==> src/rtl/vector_mem_sequencer.sv <==
// rtl/vector_mem_sequencer.sv - serialises vector loads/stores into strided single-element memory accesses
module vector_mem_sequencer #(
    parameter int N     = 32,
    parameter int LANES = 4,
    parameter int AW    = 32,
    parameter int LW    = $clog2(LANES + 1)
) (
    input  logic               clk,
    input  logic               rst,
    input  logic               req_valid,
    input  logic [1:0]         req_op,
    input  logic [LW-1:0]      req_len,
    input  logic [AW-1:0]      base_addr,
    input  logic [AW-1:0]      stride,
    input  logic [LANES*N-1:0] store_vector,
    output logic [AW-1:0]      mem_addr,
    output logic [N-1:0]       mem_wdata,
    output logic               mem_we,
    output logic               mem_re,
    input  logic [N-1:0]       mem_rdata,
    output logic [LANES*N-1:0] load_vector,
    output logic               done,
    output logic               stall_cpu
);

    typedef enum logic [1:0] {
        S_IDLE,
        S_RUN,
        S_DRAIN,
        S_DONE
    } state_t;

    state_t             r_state;
    state_t             w_next;
    logic               r_store;
    logic [LW-1:0]      r_count;
    logic [LW-1:0]      r_idx;
    logic [AW-1:0]      r_addr;
    logic [AW-1:0]      r_stride;
    logic [LANES*N-1:0] r_store_vec;
    logic [LANES*N-1:0] r_load;

    logic               w_accept;
    logic               w_last;
    logic [LW-1:0]      w_len;
    logic               w_cap_en;
    logic [LW-1:0]      w_cap_lane;
    logic [N-1:0]       w_wdata;

    assign w_accept = req_valid && ((r_state == S_IDLE) || (r_state == S_DONE));
    assign w_last   = (r_idx == (r_count - LW'(1)));
    assign w_len    = ((req_len == '0) || (req_len > LW'(LANES))) ? LW'(LANES) : req_len;

    // Read data lags the strobe by one cycle, so RUN captures the previous lane and DRAIN the last.
    assign w_cap_en   = !r_store && (((r_state == S_RUN) && (r_idx != '0)) || (r_state == S_DRAIN));
    assign w_cap_lane = (r_state == S_DRAIN) ? r_idx : (r_idx - LW'(1));

    always_comb begin
        w_next = r_state;
        case (r_state)
            S_IDLE:  if (w_accept) w_next = S_RUN;
            S_RUN:   if (w_last) w_next = r_store ? S_DONE : S_DRAIN;
            S_DRAIN: w_next = S_DONE;
            S_DONE:  w_next = w_accept ? S_RUN : S_IDLE;
            default: w_next = S_IDLE;
        endcase
    end

    always_comb begin
        w_wdata = '0;
        for (int i = 0; i < LANES; i++) begin
            if (r_idx == LW'(i)) w_wdata = r_store_vec[i*N +: N];
        end
    end

    always_ff @(posedge clk) begin
        if (rst) begin
            r_state     <= S_IDLE;
            r_store     <= 1'b0;
            r_count     <= '0;
            r_idx       <= '0;
            r_addr      <= '0;
            r_stride    <= '0;
            r_store_vec <= '0;
            r_load      <= '0;
        end else begin
            r_state <= w_next;
            if (w_accept) begin
                r_store     <= req_op[0];
                r_count     <= req_op[1] ? w_len : LW'(1);
                r_idx       <= '0;
                r_addr      <= base_addr;
                r_stride    <= stride;
                r_store_vec <= store_vector;
            end else if (r_state == S_RUN) begin
                r_addr <= r_addr + r_stride;
                if (!w_last) r_idx <= r_idx + LW'(1);
            end
            if (w_accept && !req_op[0]) begin
                r_load <= '0;
            end else if (w_cap_en) begin
                for (int i = 0; i < LANES; i++) begin
                    if (w_cap_lane == LW'(i)) r_load[i*N +: N] <= mem_rdata;
                end
            end
        end
    end

    assign mem_addr    = r_addr;
    assign mem_wdata   = w_wdata;
    assign mem_we      = (r_state == S_RUN) && r_store;
    assign mem_re      = (r_state == S_RUN) && !r_store;
    assign load_vector = r_load;
    assign done        = (r_state == S_DONE);
    assign stall_cpu   = (r_state == S_RUN) || (r_state == S_DRAIN) || w_accept;

endmodule

==> config.mk <==
export PLATFORM = sky130hd
export DESIGN_NAME = vector_mem_sequencer
export DESIGN_NICKNAME = d
export VERILOG_FILES = /design/src/rtl/vector_mem_sequencer.sv
export SDC_FILE = /design/constraint.sdc
export NUM_CORES = 1
export LEC_CHECK = 0
export BUFFER_PORTS_ARGS = -buffer_cell sky130_fd_sc_hd__buf_2
export CAP_MARGIN = 20
export CORE_AREA = 2 2 173 175
export CTS_BUF_LIST = sky130_fd_sc_hd__clkbuf_8
export CTS_CLUSTER_DIAMETER = 150
export DETAILED_ROUTE_END_ITERATION = 16
export DIE_AREA = 0 0 175 177
export PLACE_DENSITY_LB_ADDON = 0.2
export SLEW_MARGIN = 20
export SYNTH_ARGS = -nofsm -noshare
export SYNTH_HDL_FRONTEND = slang
export SYNTH_SLANG_ARGS = --single-unit
==> constraint.sdc <==
create_clock -name clk -period 5.8 [get_ports clk]
set_input_delay 0.29 -clock clk [delete_from_list [all_inputs] [get_ports clk]]
set_output_delay 0.29 -clock clk [all_outputs]
set_load 0.05 [all_outputs]
* After elaboration in Yosys (flattened, before gate mapping)
Index checks and enable logic that the tools add are counted.
** Word-level totals
- Bits in latches :: 0
- Memory bits (read-only) :: 0
- Memories kept :: 0
- RAM bits :: 0
- Register bits :: 329
- Output and inout bits :: 196
** Operators by class
- Equality and inequality tests :: 12
- Reduce and logical (&&, ||, !) cells :: 27
- $add $sub $neg :: 4
- Multiplexer cells :: 14
- Order comparisons :: 1
- Shift-type cells :: 0
- Divide/modulo/power cells :: 0
- $mul :: 0
- Bitwise gates (word level) :: 1
** Operators with widths (number)
- 2-to-1 mux 32 bit :: 6
- adder 32 bit :: 1
- equality test 3 x 2 -> 1 bit (second input constant) :: 4
- AND reduction 2 bit :: 6
- zero test 3 bit :: 3
- 2-to-1 mux 3 bit :: 3
- one-hot mux 2 bit (4 select lines) :: 1
- equality test 3 x 1 -> 1 bit (second input constant) :: 2
- logical AND 1 bit :: 6
- subtractor 3 x 1 -> 3 bit (second input constant) :: 2
- logical OR 1 bit :: 5
- equality test 2 bit (second input constant) :: 2
- 2-to-1 mux 2 bit :: 2
- inequality test 2 bit (second input constant) :: 2
- OR reduction 2 bit :: 2
- adder 3 x 1 -> 3 bit (second input constant) :: 1
- equality test 3 bit :: 1
- greater-than comparator 3 bit (second input constant) :: 1
- nonzero test 3 bit :: 1
- equality test 2 x 1 -> 1 bit (second input constant) :: 1
- zero test 1 bit :: 2
- zero test 2 bit :: 1
- 2-to-1 mux 1 bit :: 2
- nonzero test 2 bit :: 1
- NOT 1 bit :: 1

* Depth between registers and ports, before layout
- Word-level depth :: 5
- Mapped depth :: 11

* Least setup slack after synthesis
Ideal clock, no wire load.
- Path type :: register -> output
- Start :: register r_idx[0]
- End :: output mem_wdata[10]
- Stages on the path, launching flop included :: 9
- Setup slack :: 2.678 ns
- Data arrival time :: 2.832 ns
- Cells stage by stage :: dfxtp_1 clkbuf_1 inv_1 ha_1 nor3b_1 clkbuf_1 a221o_1 o21ai_0 o21ai_0
** On the way
- Word-level cells in the longest chain between the ends :: 5
- Elaborated cells between the ends (all ways) :: 8
- Those cells by class :: eq/ne: 3; mux: 4; reduce/logical: 1
** Ends and longest elaborated chain
- from (decl) :: line 37 : logic [LW-1:0] r_idx;
- from (signal assigned) :: line 97 : if (!w_last) r_idx <= r_idx + LW'(1);
- zero test 3 bit :: line 72 : if (r_idx == LW'(i)) w_wdata = r_store_vec[i*N +: N];
- 2-to-1 mux 32 bit (3 in a row) :: line 72
- 2-to-1 mux 32 bit * :: line 72
- to (decl) :: line 17 : output logic [N-1:0] mem_wdata,
Every way passes the cells marked *; elsewhere a longest branch is shown, timed or not.

* Worst setup path after layout
- Start :: register r_idx[1]
- End :: output mem_wdata[27]
The elaborated chain is that of the path after synthesis.

==> impl_metrics.toml <==
[outcome]
status = "complete, no violations"

[sta]
rsz0062_at_grt = "false"
tightest_slew_ps = 1100
clock.fmax_ghz = 0.265
fin_crit_sh = 0.650
finalSetupTns_ps = 0
maxSlewViolCount = 0
layout_min_cycle_time_ps = 3770
setup_violations = 0
hold_slack_ps = 26.1
slew_headroom = 0.262
finalHoldViolCount = 0
worst_slack_ps = 2030
fin_skew_ps = 26.7

[global_route]
antenna_found_initial = 3
grt_pass1_wl_um = 72700
grt_max_degree = 119
first_global_vias = 14500
grt.total_usage = 0.285
overflow = 0

[clock_tree]
cts_made_buffers = 54
cts_setup_buffers = 0
cts_resized = 0
cts_tree = "built"
clkSinkCount = 329
clk_path_buf_depth = 3
root_buffer = "clkbuf_8"
clkLatencyLatePin_ps = 580
cts.clk_slew.worst_paths_ps = 60
cts.htree.levels = 2

[die]
die_h_um = 177
fp.dieArea_um2 = 31000
io_pins = 428
start_util = 0.498
dieWidth_um = 175
rows = 63
core-area_um2 = 29200

[synthesis]
syn_avg_cell_area_um2 = 8.42
ys_ff_latch = 329
ys_async_sr_fraction = 0
syn_area_um2 = 14600
synthDistinctLibCells = 70
seq_area_frac_synth = 0.452
postSynthCellCount = 1730
synth_nets = 2006
synth_enable_flop_cells = 0
yosys_warnings = 0
ys.flop_type = "dfxtp_1"

[critical_path]
r2r_end = "load_vector[66]$_SDFFE_PP0P_"
r2r_slack_ps = 2690
crit_fanout = 22
cp_data_required_time_ps = 5510
r2r-start = "r_state[0]$_SDFFE_PP0P_"
start_kind = "flop"
rr_worst_depth = 8
critPathCaptureType = "primary output"
cp.arrival_ps = 3480
path_class = "flop to primary output"

[finish]
fillers = 2309
final-seq-area_um2 = 6590
drive_gt1_frac = 0.242
final_util = 0.681
finish.instance_area_um2 = 19900
fin_cells = 2729
area_growth_pct = 36.7
nets = 2570
multiInputGateArea_um2 = 7430

[power_and_ir_drop]
power_frac_seq = 0.333
power_frac_comb = 0.424
power.total_mw = 8.80
p_int_mw = 5.01
p_per_area_nw_per_um2 = 442
pwr-share-clk = 0.243
p_sw_mw = 3.78
ir_drop_mv = 0.230
p_sw_frac = 0.430
p_leak_nw = 8.68

[placement]
dpl_worst_slack_ps = 2630
place_hpwl_um = 29100
dp.cells = 2437
port_buffers = 427
gp_congestion = 0.883
place_area_um2 = 16800

[detailed_routing]
ant_nets = 0
routed_wirelength_um = 46800
drc = 0
avgRoutedWirePerCell_um = 17.2
first_pass_iters = 5
viasPerCell = 5.41
drt_iter0_markers = 970
vias = 14800

[min_path]
holdPathEnd = "mem_addr[17]$_SDFFE_PP0P_"
hold_path_class = "input pin to flop"
whs_path_depth = 3
hold_start = "base_addr[17]"

[job]
drv_cap = 0
## layer usage
metal	up-vias	wire [µm]	share of wire	global-route usage
li1	7049	-	-	-
met1	6869	18700	0.40	0.340
met2	679	22200	0.47	0.483
met3	165	3750	0.080	0.0698
met4	0	2130	0.045	0.139
met5	-	0	0	0
## registers in the layout, summed over array words and instances, names as in the netlist
name / cells
load_vector: 128
r_store_vec: 128
mem_addr: 32
r_stride: 32
r_count: 3
r_idx: 3
r_state: 2
r_store: 1
## cells in the mapped netlist (all sizes together), types with 7 or more instances
| cell | count | share of area |
|---|---|---|
| a211oi | 27 | 0.014 |
| a221o | 33 | 0.023 |
| ha | 43 | 0.037 |
| a31oi | 7 | 0.0040 |
| xor2 | 11 | 0.0066 |
| o21ai | 78 | 0.027 |
| nor3 | 13 | 0.0045 |
| dfxtp | 329 | 0.45 |
| nor2 | 185 | 0.048 |
| inv | 19 | 0.0049 |
| nand2 | 388 | 0.10 |
| clkbuf | 94 | 0.024 |
| buf | 33 | 0.014 |
| o21bai | 8 | 0.0041 |
| a21o | 13 | 0.0068 |
| mux2i | 146 | 0.10 |
| xnor2 | 20 | 0.012 |
| a21oi | 202 | 0.070 |
| and3 | 7 | 0.0034 |
| nor2b | 7 | 0.0030 |
## critical path, cell delays in order, from the launching register on
cell and delay, ps:
dfxtp_1 380, inv_1 160, ha_1 210, nor2b_2 890
buf_4 340, a221o_1 160, o21ai_0 70, o21ai_0 340
buf_2 340
## power groups by stage
stage / combinational, mW / clock, mW / sequential, mW
6_report: 3.73 / 2.14 / 2.93
4_1_cts: 3.69 / 2.17 / 2.92
5_1_grt: 4.03 / 2.27 / 2.97
3_3_place_gp: 3.52 / 0 / 2.95
2_1_floorplan: 2.33 / 0 / 3.37
3_5_place_dp: 3.58 / 0 / 2.96
## how the worst max path moves through the flow
stage,start,endpoint
floorplan,r_idx[0]$_SDFFE_PP0P_,mem_wdata[10]
global placement,r_idx[0]$_SDFFE_PP0P_,mem_wdata[27]
detailed placement,r_idx[1]$_SDFFE_PP0P_,mem_wdata[27]
CTS,r_idx[1]$_SDFFE_PP0P_,mem_wdata[27]
global route,r_idx[0]$_SDFFE_PP0P_,mem_wdata[21]
finish,r_idx[1]$_SDFFE_PP0P_,mem_wdata[27]
## what timing repair did
action                                  CTS  global route
endpoints found under the setup margin    0             0
hold buffers                            191             0
endpoints found under the hold margin   239             0
## final cells by class
type | count | share of cell area
Multi-Input combinational cell | 1255 | 0.373
Sequential cell | 329 | 0.331
Tap cell | 390 | 0.0245
Inverter | 19 | 0.00358
Antenna cell | 3 | 0.000377
Clock buffer | 68 | 0.0470
Timing Repair Buffer | 635 | 0.210
Clock inverter | 30 | 0.0107
## cells by family (layout without fill, tap and decap cells)
logic type	after synthesis	count (layout)	share of synthesized area
AO/OA/AOI/OAI	404	404	0.174
XOR/XNOR	31	31	0.0186
adder cells (fa/ha/maj)	44	44	0.0383
buffers and inverters	146	752	0.0431
flip-flops	329	329	0.452
multiplexers	147	147	0.101
other	0	3	0
AND/OR/NAND/NOR	629	629	0.172
## placed cells by master (no fill, tap or decap), types with 13 or more instances in the layout
cell type / netlist / layout
buf_2: 14 / 426
nand2_1: 386 / 386
dfxtp_1: 329 / 329
a21oi_1: 200 / 200
dlygate4sd3_1: 0 / 191
nor2_1: 185 / 181
mux2i_1: 146 / 146
o21ai_0: 72 / 72
clkbuf_8: 0 / 68
ha_1: 43 / 41
inv_1: 19 / 36
a221o_1: 33 / 33
a211oi_1: 26 / 26
xnor2_1: 20 / 20
buf_4: 8 / 17
nor3_1: 13 / 13
(Power assumes the default switching activity.)
